===== config.mk =====
export PLATFORM = sky130hd
export DESIGN_NAME = mem_arbiter
export DESIGN_NICKNAME = d
export VERILOG_FILES = /design/src/rtl/cpu_types_pkg.sv /design/src/rtl/mem_arbiter.sv
export SDC_FILE = /design/constraint.sdc
export NUM_CORES = 1
export LEC_CHECK = 0
export BUFFER_PORTS_ARGS = -buffer_cell sky130_fd_sc_hd__clkbuf_2
export CAP_MARGIN = 20
export CORE_MARGIN = 3
export CORE_UTILIZATION = 40
export DETAILED_ROUTE_END_ITERATION = 10
export PLACE_DENSITY = 0.69
export SLEW_MARGIN = 20
export SYNTH_ARGS = -nofsm -noshare
export SYNTH_HDL_FRONTEND = slang
export SYNTH_SLANG_ARGS = --single-unit

===== constraint.sdc =====
create_clock -name CLK -period 4.95 [get_ports CLK]
set_input_delay 0.2475 -clock CLK [delete_from_list [all_inputs] [get_ports CLK]]
set_output_delay 0.2475 -clock CLK [all_outputs]
set_load 0.01 [all_outputs]

===== src/rtl/cpu_types_pkg.sv =====
// Shared CPU datapath types: machine word, RAM handshake status, and the
// memory arbiter's state encoding.
package cpu_types_pkg;

    typedef logic [31:0] word_t;

    typedef enum logic [1:0] {
        FREE,
        BUSY,
        ACCESS,
        ERROR
    } ramstate_t;

    typedef enum logic [2:0] {
        IDLE,
        DACC,
        IACC,
        DRSP,
        IRSP
    } arb_state_t;

endpackage


===== src/rtl/mem_arbiter.sv =====
// Serialises instruction fetches and data accesses onto one single-ported RAM.
// Data has priority; each access returns a one-cycle hit with registered load data.
module mem_arbiter
    import cpu_types_pkg::*;
#(
    parameter int WORD_W  = 32,
    parameter int TIMEOUT = 1023,
    parameter int CNT_W   = 10
) (
    input  logic              CLK,
    input  logic              nRST,
    input  logic              imemREN,
    input  logic [WORD_W-1:0] imemaddr,
    input  logic              dmemREN,
    input  logic              dmemWEN,
    input  logic [WORD_W-1:0] dmemaddr,
    input  logic [WORD_W-1:0] dmemstore,
    output logic              ihit,
    output logic [WORD_W-1:0] imemload,
    output logic              dhit,
    output logic [WORD_W-1:0] dmemload,
    output logic              ramREN,
    output logic              ramWEN,
    output logic [WORD_W-1:0] ramaddr,
    output logic [WORD_W-1:0] ramstore,
    input  logic [WORD_W-1:0] ramload,
    input  ramstate_t         ramstate,
    output logic              memerr
);

    arb_state_t        r_state, w_next;
    logic [CNT_W-1:0]  r_cnt, w_cnt_next;
    logic              r_wr, w_wr_next;
    logic              w_latch_d, w_latch_i, w_capture, w_set_err;
    logic [WORD_W-1:0] r_addr, r_store, r_iload, r_dload;
    logic              r_ren, r_wen, r_ihit, r_dhit, r_memerr;

    always_comb begin
        w_next     = r_state;
        w_cnt_next = r_cnt;
        w_wr_next  = r_wr;
        w_latch_d  = 1'b0;
        w_latch_i  = 1'b0;
        w_capture  = 1'b0;
        w_set_err  = 1'b0;
        case (r_state)
            IDLE: begin
                // REN+WEN together resolves to a write
                if (dmemREN || dmemWEN) begin
                    w_latch_d = 1'b1;
                    w_wr_next = dmemWEN;
                    w_next    = DACC;
                end else if (imemREN) begin
                    w_latch_i = 1'b1;
                    w_next    = IACC;
                end
            end
            DACC, IACC: begin
                w_cnt_next = '0;
                if (ramstate == ACCESS) begin
                    w_capture = 1'b1;
                    if (r_state == DACC) w_next = DRSP;
                    else                 w_next = IRSP;
                end else if (ramstate == ERROR) begin
                    w_set_err = 1'b1;
                    w_next    = IDLE;
                end else if (r_cnt == CNT_W'(TIMEOUT - 1)) begin
                    w_set_err = 1'b1;
                    w_next    = IDLE;
                end else begin
                    w_cnt_next = r_cnt + CNT_W'(1);
                end
            end
            DRSP, IRSP: w_next = IDLE;
            default:    w_next = IDLE;
        endcase
    end

    always_ff @(posedge CLK or negedge nRST) begin
        if (!nRST) begin
            r_state  <= IDLE;
            r_cnt    <= '0;
            r_wr     <= 1'b0;
            r_addr   <= '0;
            r_store  <= '0;
            r_iload  <= '0;
            r_dload  <= '0;
            r_ren    <= 1'b0;
            r_wen    <= 1'b0;
            r_ihit   <= 1'b0;
            r_dhit   <= 1'b0;
            r_memerr <= 1'b0;
        end else begin
            r_state  <= w_next;
            r_cnt    <= w_cnt_next;
            r_wr     <= w_wr_next;
            // Enables and hits are decoded from the next state so they line up with it
            r_ren    <= (w_next == IACC) || ((w_next == DACC) && !w_wr_next);
            r_wen    <= (w_next == DACC) && w_wr_next;
            r_ihit   <= (w_next == IRSP);
            r_dhit   <= (w_next == DRSP);
            r_memerr <= r_memerr | w_set_err;
            if (w_latch_d) begin
                r_addr  <= dmemaddr;
                r_store <= dmemstore;
            end else if (w_latch_i) begin
                r_addr <= imemaddr;
            end
            if (w_capture) begin
                if (r_state == IACC)  r_iload <= ramload;
                else if (!r_wr)       r_dload <= ramload;
            end
        end
    end

    assign ihit     = r_ihit;
    assign dhit     = r_dhit;
    assign imemload = r_iload;
    assign dmemload = r_dload;
    assign ramREN   = r_ren;
    assign ramWEN   = r_wen;
    assign ramaddr  = r_addr;
    assign ramstore = r_store;
    assign memerr   = r_memerr;

endmodule


# Yosys cells after proc, flatten, opt, wreduce, memory -nomap -nowiden
# Cells that the tools add are included.
dict set report totals {
  reg_bits 147
  latchBits 0
  mem_bits_rw 0
  romBits 0
  in_bits 135
  out_inout_bits 133
  n_memories 0
}
dict set report op_classes {
  add_sub_neg 1
  mul 0
  n_div 0
  magnitude_cmp 0
  n_eq_ne 9
  shift 0
  muxes 25
  bitwise_logic 3
  n_reduce_logical 10
}
# cell n
set op_table {}
lappend op_table {{32-bit 2-to-1 mux} 2}
lappend op_table {{10-bit 2-to-1 mux} 3}
lappend op_table {{3-bit 2-to-1 mux} 6}
lappend op_table {{1-bit 2-to-1 mux} 13}
lappend op_table {{10-bit by 1-bit adder with 10-bit output (second input constant)} 1}
lappend op_table {{10-bit equality test (second input constant)} 1}
lappend op_table {{3-bit by 2-bit equality test with 1-bit output (second input constant)} 3}
lappend op_table {{3-bit by 1-bit equality test with 1-bit output (second input constant)} 2}
lappend op_table {{3-bit case mux with 2 select lines} 1}
lappend op_table {{2-bit equality test (second input constant)} 2}
lappend op_table {{3-bit equality test (second input constant)} 1}
lappend op_table {{3-bit logical NOT} 1}
lappend op_table {{3-bit AND reduction} 1}
lappend op_table {{1-bit logical AND} 2}
lappend op_table {{1-bit logical OR} 2}
lappend op_table {{1-bit NOT} 2}
lappend op_table {{2-bit AND reduction} 1}
lappend op_table {{2-bit nonzero test} 1}
lappend op_table {{2-bit OR reduction} 1}
lappend op_table {{1-bit logical NOT} 1}
lappend op_table {{1-bit bitwise OR} 1}

# Longest topological paths before layout
# Gate-level depths: netlist of run 1.
dict set report logic_depth {
  word_depth 8
  ltp_mapped 7
  depth_no_buf 6
}

# Worst setup path before layout of run 1
# Ideal clock, no wire load.
dict set report synth_timing {
  path_kind {register to register}
  startpoint {reg r_state[2]}
  endpoint {reg r_dload[10] (netlist: dmemload[10])}
  arrival_time_ns 1.647
  required_time_ns 4.825
  slack_ns 3.178
  stages_incl_launch_ff 8
  cell_sequence {dfrtp_1 > buf_6 > nor2_1 > nand4b_1 > or3_1 > buf_6 > buf_12 > mux2_4}
}
dict set report synth_via {
  elab_chain_len 4
  elab_cells_between_ends 6
  cone_classes {eq/ne: 2; mux: 1; bitwise: 1; reduce/logical: 2}
}
# item line_no
set synth_rtl {}
lappend synth_rtl {{start: declaration} mem_arbiter.sv:31} ;# arb_state_t r_state, w_next;
lappend synth_rtl {{start signal: assignment} mem_arbiter.sv:94} ;# r_state <= w_next;
lappend synth_rtl {{3-bit by 1-bit equality test with 1-bit output / 3-bit by 2-bit equality test with 1-bit output (equally long branches)} {mem_arbiter.sv:46, mem_arbiter.sv:110}}
lappend synth_rtl {{2-bit OR reduction} mem_arbiter.sv:46} ;# case (r_state)
lappend synth_rtl {{1-bit 2-to-1 mux} mem_arbiter.sv:46}
lappend synth_rtl {{3-bit AND reduction (no source line) *} --}
lappend synth_rtl {{end signal: assignment} mem_arbiter.sv:111} ;# else if (!r_wr) r_dload <= ramload;
lappend synth_rtl {{end: declaration} mem_arbiter.sv:35} ;# logic [WORD_W-1:0] r_addr, r_store, r_iload, r_dload;
# Mark *: on every way between the ends. The rest lies on a longest branch, timed or not.
# A chain may end at the register's enable or synchronous reset.

# Final worst setup path of run 1
# Ends and elaborated chain as after synthesis.

==> results.txt, run 1 <==
clk slew on worst S/H paths - 0.06 ns
final cell count without fillers - 900
# Max-Cap Violations - 0
Die Area - 16400 µm²
antenna violations before repair - 0
LEAKAGE - 4.04 nW
failing checks - negative hold slack
Setup Fix Bufs, Post-CTS - 0
initial core utilization - 41.0%
RSZ-0062 raised after global routing - no
Synth cell types - 36
Floorplan Core Area - 14600 µm²
CP max stage delay - 0.91 ns
final core occ - 55.3%
Num CTS Buffers - 17
layout cells sized above 1 - 57.0%
number of remaining DRC errors - 0
CTS Sinks - 147
Routed WL per cell - 16.6 µm
Hold WC Path Type - in2async
GRT Total Usage - 18.0%
Post-synth top flop - dfrtp_1
clock skew - 0.00998 ns
htree depth - 4
post-layout min period - 2.34 ns
I/O pin cnt - 268
FMAX - 428 MHz
DR vias - 4552
crit start category - flop
detailed-placement wirelength estimate - 10900 µm
fillers - 1208
GPL Wtd Cong - 0.833
CTS tree - built
Area Growth Syn to Fin - 34.9%
maximum fanout along the worst path - 32
Max Root-Sink Buffers - 2
Hold Buf Count CTS - 0
status - finished with violations
Clock Tree Root - clkbuf_16
Buf/Inv on CP - 0
setup violators final - 0
row cnt - 44
IO buf count - 267
WS Path Type - reg2reg
placed instance count - 868
grt total ovfl - 0
Sum Neg Setup Slack - 0 ns
Critical Path AT - 2.62 ns
ANT cells - 0
normalized max-slew margin - 29.7%
Chip Width - 128 µm
Post-synth EDFFs - 0
DRT Pass-1 Iters - 4
first-pass GRT wire length - 23300 µm
vias per cell - 5.06
measured slew at the worst slew-check pin - 1.05 ns
Power Total - 5.36 mW
Hold WS - -0.0513 ns
Avg Synthesized Cell Area - 13.7 µm²
clk_lat worst skew - 0.41 ns
routed wire length - 14900 µm
CP delay by family, top - simple AND/OR/NAND/NOR gates
synthesized cell area - 5980 µm²
Max VDD drop - 0.000336 V
PwrDens - 665 nW/µm²
crit path max-delay cell type - or3_2
largest net degree at the start of global routing - 107
Critical Path RT - 5.23 ns
Initial DRC Count - 160
Cell Chain, Critical Path - nor2_1 -> nand4b_1 -> or3_2 -> mux2_4
yosys warns - 0
Max Slew Vio Count - 0
Layout Nets - 840
Mapped Nets - 574
Worst Setup End Kind - flop
Post-Synthesis Cells - 437
FF+latch count, synth - 147
post-route ant nets - 0
asr flop ratio synth - 100%
final hold violations - 49
sequential-to-total area share from yosys stat - 61.6%
number of global-route vias before repair - 4644
die span in y - 128 µm
post-CTS sizing - 0
crit share post-route - 47.3%
## metal layers
metal	GRT usage (%)	part of all wire [%]	vias up	wire length, µm
li1	-	-	2108	-
met1	21.4	39	2212	5870
met2	30.5	50	214	7520
met3	5.54	8.6	18	1280
met4	6.80	1.6	0	245
met5	0	0	-	0
## sequential cells by signal (all words and copies together), names as in the netlist
register and flops:
r_wr 1, memerr 1, r_cnt 10, ramstore 32, r_state 3, ramaddr 32
dhit 1, ramWEN 1, ramREN 1, ihit 1, imemload 32, dmemload 32
## worst paths after layout
path	endpoint	slack [ns]	from	depth (start not counted)
worst min register to register	memerr	0.49	memerr	1
max in group asynchronous	imemload[31]	3.84	nRST	2
worst min-delay path	imemload[5]	-0.05	nRST	1
min in group CLK	ramstore[31]	0.06	dmemstore[31]	2
worst max register to register	dmemload[10]	2.61	r_state[2]	4
worst max-delay path	dmemload[10]	2.61	r_state[2]	4
## cell usage after synthesis (all sizes together) (4+ instances only)
library cell | n | share of area [%]
inv | 5 | 0.31
xnor2 | 6 | 0.88
nand2 | 7 | 0.44
mux2 | 96 | 20
a21o | 4 | 0.50
buf | 15 | 2.2
nor3 | 4 | 0.34
dfrtp | 147 | 62
a21oi | 34 | 2.8
clkbuf | 9 | 0.57
o22ai | 33 | 3.5
nor2 | 45 | 2.9
## layout by cell type (no fill, tap or decap), types with 2 or more instances in the layout
cell / count
inv_8: 4
bufinv_16: 3
nor2_2: 2
and4_1: 2
nor4_1: 3
dfrtp_1: 147
o22ai_1: 33
nor3_1: 3
inv_1: 5
a21oi_1: 34
a31o_2: 2
nand3_1: 3
ha_1: 2
mux2_2: 66
o31ai_1: 2
clkbuf_16: 17
a21o_1: 4
mux2_4: 30
xnor2_1: 6
nor2_1: 41
nor4b_1: 2
clkinvlp_4: 3
nor2_4: 2
clkbuf_2: 266
or4_1: 2
nand4b_1: 2
buf_4: 4
inv_6: 3
nand2_1: 6
## report_power, final
| part | leakage, nW | internal (mW) | switching [mW] |
|---|---|---|---|
| registers | 1.75 | 1.75 | 0.321 |
| clock network | 0.298 | 0.811 | 0.525 |
| logic | 1.99 | 0.964 | 0.987 |
## stage by stage
| step | setup slack (ns) | instance area, µm² |
|---|---|---|
| after floorplan | 3.18 | 5980 |
| after global placement | 2.69 | 7430 |
| after detailed placement | 2.60 | 7440 |
| after CTS | 2.59 | 8060 |
| after global routing | 2.45 | 8060 |
| final | 2.61 | 8060 |
## logic make-up after synthesis
| family | synth area share [%] |
|---|---|
| buffers and inverters | 3.10 |
| DFF | 61.6 |
| and+or+nand+nor | 6.09 |
| adders and majority gates | 0.419 |
| AOI/OAI and AO/OA | 7.98 |
| muxes | 20.0 |
| xor gates and xnor gates | 0.879 |
## layout make-up
class / instances / area (µm²) / area share, %
multi-input cells: 261 / 2140 / 26.5
clock inverters: 15 / 198 / 2.45
inverters: 5 / 18.8 / 0.233
repair buffers: 271 / 1370 / 17.0
well taps: 184 / 230 / 2.86
flip-flops and latches: 147 / 3680 / 45.6
clock buffers: 17 / 425 / 5.28
(Power assumes the default switching activity.)
==> run 2, diff against run 1 <==
- ABC_AREA: default -> 1
- PLACE_DENSITY: 0.69 -> 0.68
- clock period: 4.95 -> 2.42 ns (I/O delays scaled with it)
==> results.txt, run 2 <==
status - complete, no violations
Critical Path RT - 2.70 ns
met2 Usage GRT - 34.3%
Layout Nets - 1129
Initial DRC Count - 219
crit start category - flop
Floorplan Core Area - 14700 µm²
post-route ant nets - 0
die span in y - 129 µm
DR vias - 5511
design area - 9210 µm²
Num CTS Buffers - 17
WS Path Type - reg2reg
M3 GR Usage - 5.81%
antenna violations before repair - 0
htree depth - 4
# Max-Cap Violations - 0
Die Area - 16700 µm²
FMAX - 551 MHz
asr flop ratio synth - 100%
Placed Instance Area - 7600 µm²
normalized max-slew margin - 56.5%
met1 usage - 23.4%
post-synth top area cell - dfrtp_1
clock skew - 0.0140 ns
placed instance count - 1061
routed wire length - 16600 µm
final hold violations - 0
global routing's busiest layer - met2
CTS Sinks - 147
Max VDD drop - 0.000706 V
layout cells sized above 1 - 34.4%
most common cell in the netlist - dfrtp_1
Sum Neg Setup Slack - 0 ns
RSZ-0062 raised after global routing - no
yosys warns - 0
Critical Path AT - 2.10 ns
Mapped Nets - 772
Post-synth top flop - dfrtp_1
number of remaining DRC errors - 0
Power Total - 11.2 mW
I/O pin cnt - 268
Clock Tree Root - clkbuf_16
Area Growth Syn to Fin - 51.6%
synthesized cell area - 6070 µm²
Max Slew Vio Count - 0
DRT Pass-1 Iters - 5
LEAKAGE - 5.00 nW
ranking of synthesized cells by area - dfrtp_1 (61%), o21ai_0 (10%), nand2_1 (7.8%), inv_1 (5.4%), mux2_2 (5.2%)
Hold WC Path Type - in2reg
post-layout min period - 1.82 ns
Hold WS - 0.0278 ns
row cnt - 44
FF+latch count, synth - 147
Worst Setup End Kind - flop
measured slew at the worst slew-check pin - 0.653 ns
CTS tree - built
initial core utilization - 41.3%
detailed-placement wirelength estimate - 10800 µm
clk slew on worst S/H paths - 0.06 ns
crit share post-route - 75.0%
commonest non-fill, non-tap cell in the layout - clkbuf_2
setup violators final - 0
Post-Synthesis Cells - 635
top cell type's share of synthesized area - 60.6%
clk_lat worst skew - 0.41 ns
Synth cell types - 27
GPL Wtd Cong - 0.764
Avg Synthesized Cell Area - 9.56 µm²
sequential-to-total area share from yosys stat - 60.6%
number of global-route vias before repair - 5477
PwrDens - 1210 nW/µm²
largest net degree at the start of global routing - 71
GRT Total Usage - 19.8%
final cell count without fillers - 1189
ANT cells - 0
vias per cell - 4.63
IO buf count - 267
most frequent cells after synthesis - dfrtp_1 (147), nand2_1 (126), o21ai_0 (126), inv_1 (87), nand3_1 (37)
grt total ovfl - 0
Routed WL per cell - 14.0 µm
Chip Width - 129 µm
Post-synth EDFFs - 0
first-pass GRT wire length - 26300 µm
maximum fanout along the worst path - 44
Max Root-Sink Buffers - 2
most frequent cells in the layout - clkbuf_2 (266), dfrtp_1 (147), o21ai_0 (126)
## run 2: worst paths after layout
path / from / endpoint / slack [ns] / cells after the start
hold / removal: dmemaddr[3] / ramaddr[3] / 0.03 / 3
setup reg to reg: r_state[1] / ramstore[3] / 0.60 / 5
max in group asynchronous: nRST / dmemload[24] / 1.39 / 3
hold reg to reg: imemload[28] / imemload[28] / 0.48 / 2
min in group asynchronous: nRST / dmemload[10] / 0.30 / 2
setup / recovery: r_state[1] / ramstore[3] / 0.60 / 5
## run 2: per-stage QoR
step	worst slack, ns	util, %
floorplan	0.878	-
global placement	0.647	51.7
detailed placement	0.613	51.7
CTS	0.599	62.6
global route	0.495	62.6
finish	0.604	62.6
## run 2: cell type report
cell class	instances	area [µm²]
Clock inverter	7	118
Timing Repair Buffer	372	2410
Sequential cell	147	3680
Tap cell	184	230
Fill cell	1224	5490
Inverter	87	327
Clock buffer	25	526
Multi-Input combinational cell	367	1920
## run 2: timing repair
item	CTS	global route
gates resized for setup	0	0
hold buffers	96	0
setup buffers	0	0
hold endpoints to repair	193	0
## run 2: kinds of logic after synthesis
kind of cell,Yosys count,synth area share [%]
AOI/OAI and AO/OA,139,11.6
xor gates and xnor gates,1,0.144
adders and majority gates,2,0.412
buffers and inverters,121,7.91
DFF,147,60.6
muxes,32,6.18
and+or+nand+nor,193,13.1
## run 2: routing by layer
layer	up-vias	wire [µm]	share of wire, %
met5	-	0	0
met4	0	341	2.1
met3	29	1030	6.2
met2	196	8510	51
met1	2547	6750	41
li1	2739	-	-
## run 2: power by group
| group | internal (mW) | leakage (nW) | switching [mW] |
|---|---|---|---|
| registers | 3.57 | 1.81 | 0.604 |
| clock network | 1.81 | 0.308 | 0.969 |
| logic | 1.85 | 2.88 | 2.37 |
## run 2: worst max-delay path, cell delays in order (launching register included)
cell	delay, ns
dfrtp_1	0.37
nor2_2	0.06
nand2_1	0.09
or2_4	0.41
buf_4	0.36
mux2_2	0.38
==> run 3, diff against run 2 <==
- clock period: 2.42 -> 1.69 ns (I/O delays scaled with it)
==> results.txt, run 3 (synthesis results as in run 2) <==
status - complete, no violations
post-route ant nets - 0
Critical Path Start - r_state[2]
WS Path Type - reg2reg
crit share post-route - 90.2%
Die Area - 16700 µm²
crit path max-delay cell type - dfrtp_1
fillers - 1176
crit start category - flop
FMAX - 656 MHz
design area - 9510 µm²
ANT cells - 0
Clock Tree Root - clkbuf_16
initial core utilization - 41.3%
CTS Sinks - 147
Max Slew Vio Count - 0
IO buf count - 267
Placed Instance Area - 7680 µm²
Floorplan Core Area - 14700 µm²
DRT Pass-1 Iters - 5
final hold violations - 0
Cell Chain, Critical Path - nor2_2 -> nand2_2 -> or2_4 -> buf_12 -> mux2_4
normalized max-slew margin - 71.0%
first-pass GRT wire length - 28200 µm
Initial DRC Count - 305
number of remaining DRC errors - 0
Worst R2R Start - r_state[2]
min-delay src - imemaddr[26]
layout cells sized above 1 - 34.9%
maximum fanout along the worst path - 23
Area Growth Syn to Fin - 56.6%
GRT Total Usage - 21.5%
commonest non-fill, non-tap cell in the layout - clkbuf_2
Power Total - 16.6 mW
Worst Setup End Kind - flop
row cnt - 44
CP delay by family, top - simple AND/OR/NAND/NOR gates
Num CTS Buffers - 17
die span in y - 129 µm
grt total ovfl - 0
final cell count without fillers - 1211
CTS tree - built
Max Root-Sink Buffers - 2
largest net degree at the start of global routing - 65
Critical Path AT - 1.82 ns
Sum Neg Setup Slack - 0 ns
Layout Nets - 1151
Hold WC Path Type - in2reg
measured slew at the worst slew-check pin - 0.434 ns
clk slew on worst S/H paths - 0.06 ns
placed instance count - 1065
I/O pin cnt - 268
GPL Wtd Cong - 0.785
antenna violations before repair - 0
register area - 3680 µm²
clk_lat worst skew - 0.42 ns
LEAKAGE - 5.14 nW
vias per cell - 4.70
Routed WL per cell - 14.7 µm
setup violators final - 0
most frequent cells in the layout - clkbuf_2 (266), dfrtp_1 (147), o21ai_0 (124)
clock skew - 0.00602 ns
DR vias - 5693
CP max stage delay - 0.38 ns
Critical Path RT - 1.99 ns
area of the multi-input gates - 1930 µm²
number of global-route vias before repair - 5922
Hold WS - 0.00489 ns
Buf/Inv on CP - 1
detailed-placement wirelength estimate - 11100 µm
PwrDens - 1750 nW/µm²
# Max-Cap Violations - 0
Chip Width - 129 µm
post-layout min period - 1.52 ns
htree depth - 4
RSZ-0062 raised after global routing - no
Max VDD drop - 0.00106 V
routed wire length - 17800 µm
[run 3: area by class of cell]
cell class	instances	share of cell area, %
sequential	147	38.7
timing repair buffer	393	27.9
multi-input combinational	368	20.3
clock buffer	25	5.53
inverter	87	3.43
tap	184	2.42
clock inverter	7	1.72
[run 3: path summary, 6_finish.rpt]
path | end | slack, ns | cells past startpoint
hold / removal | ramaddr[26] | 0.005 | 5
min in group asynchronous | ramstore[28] | 0.16 | 2
max in group asynchronous | imemload[16] | 0.87 | 3
setup reg to reg | ramstore[22] | 0.17 | 5
setup / recovery | ramstore[22] | 0.17 | 5
hold reg to reg | memerr | 0.48 | 1
[run 3: worst reg2reg max path, delay by kind of cell (launching register included)]
family,cells,cell delay [ns]
AND/OR/NAND/NOR,3,0.54
buffers and inverters,1,0.18
multiplexers,1,0.30
flip-flops,1,0.38
[run 3: repair_timing]
action                     4_1_cts  5_1_grt
resized for setup                0        8
buffers inserted                 0        4
setup endpoints to repair        0       45
hold buffers                   109        0
hold endpoints to repair       226        0
[run 3: per-layer routing]
layer	wire [µm]	GRT usage, %	up-vias
met5	0	0	-
met4	734	11.0	0
met3	1200	6.60	56
met2	8870	36.0	220
met1	6980	24.9	2617
li1	-	-	2800
[run 3: report_power, final]
part	switching (mW)	internal [mW]	total [mW]
registers	0.882	5.12	6.00
clock network	1.45	2.90	4.36
logic	3.44	2.82	6.26
total	5.78	10.8	16.6
[run 3: metrics by stage]
stage | setup slack [ns] | utilization, %
3_3_place_gp | 0.135 | 52.3
2_1_floorplan | 0.148 | -
4_1_cts | 0.0507 | 64.4
3_5_place_dp | 0.0588 | 52.3
5_1_grt | 0.00957 | 64.7
6_report | 0.165 | 64.7
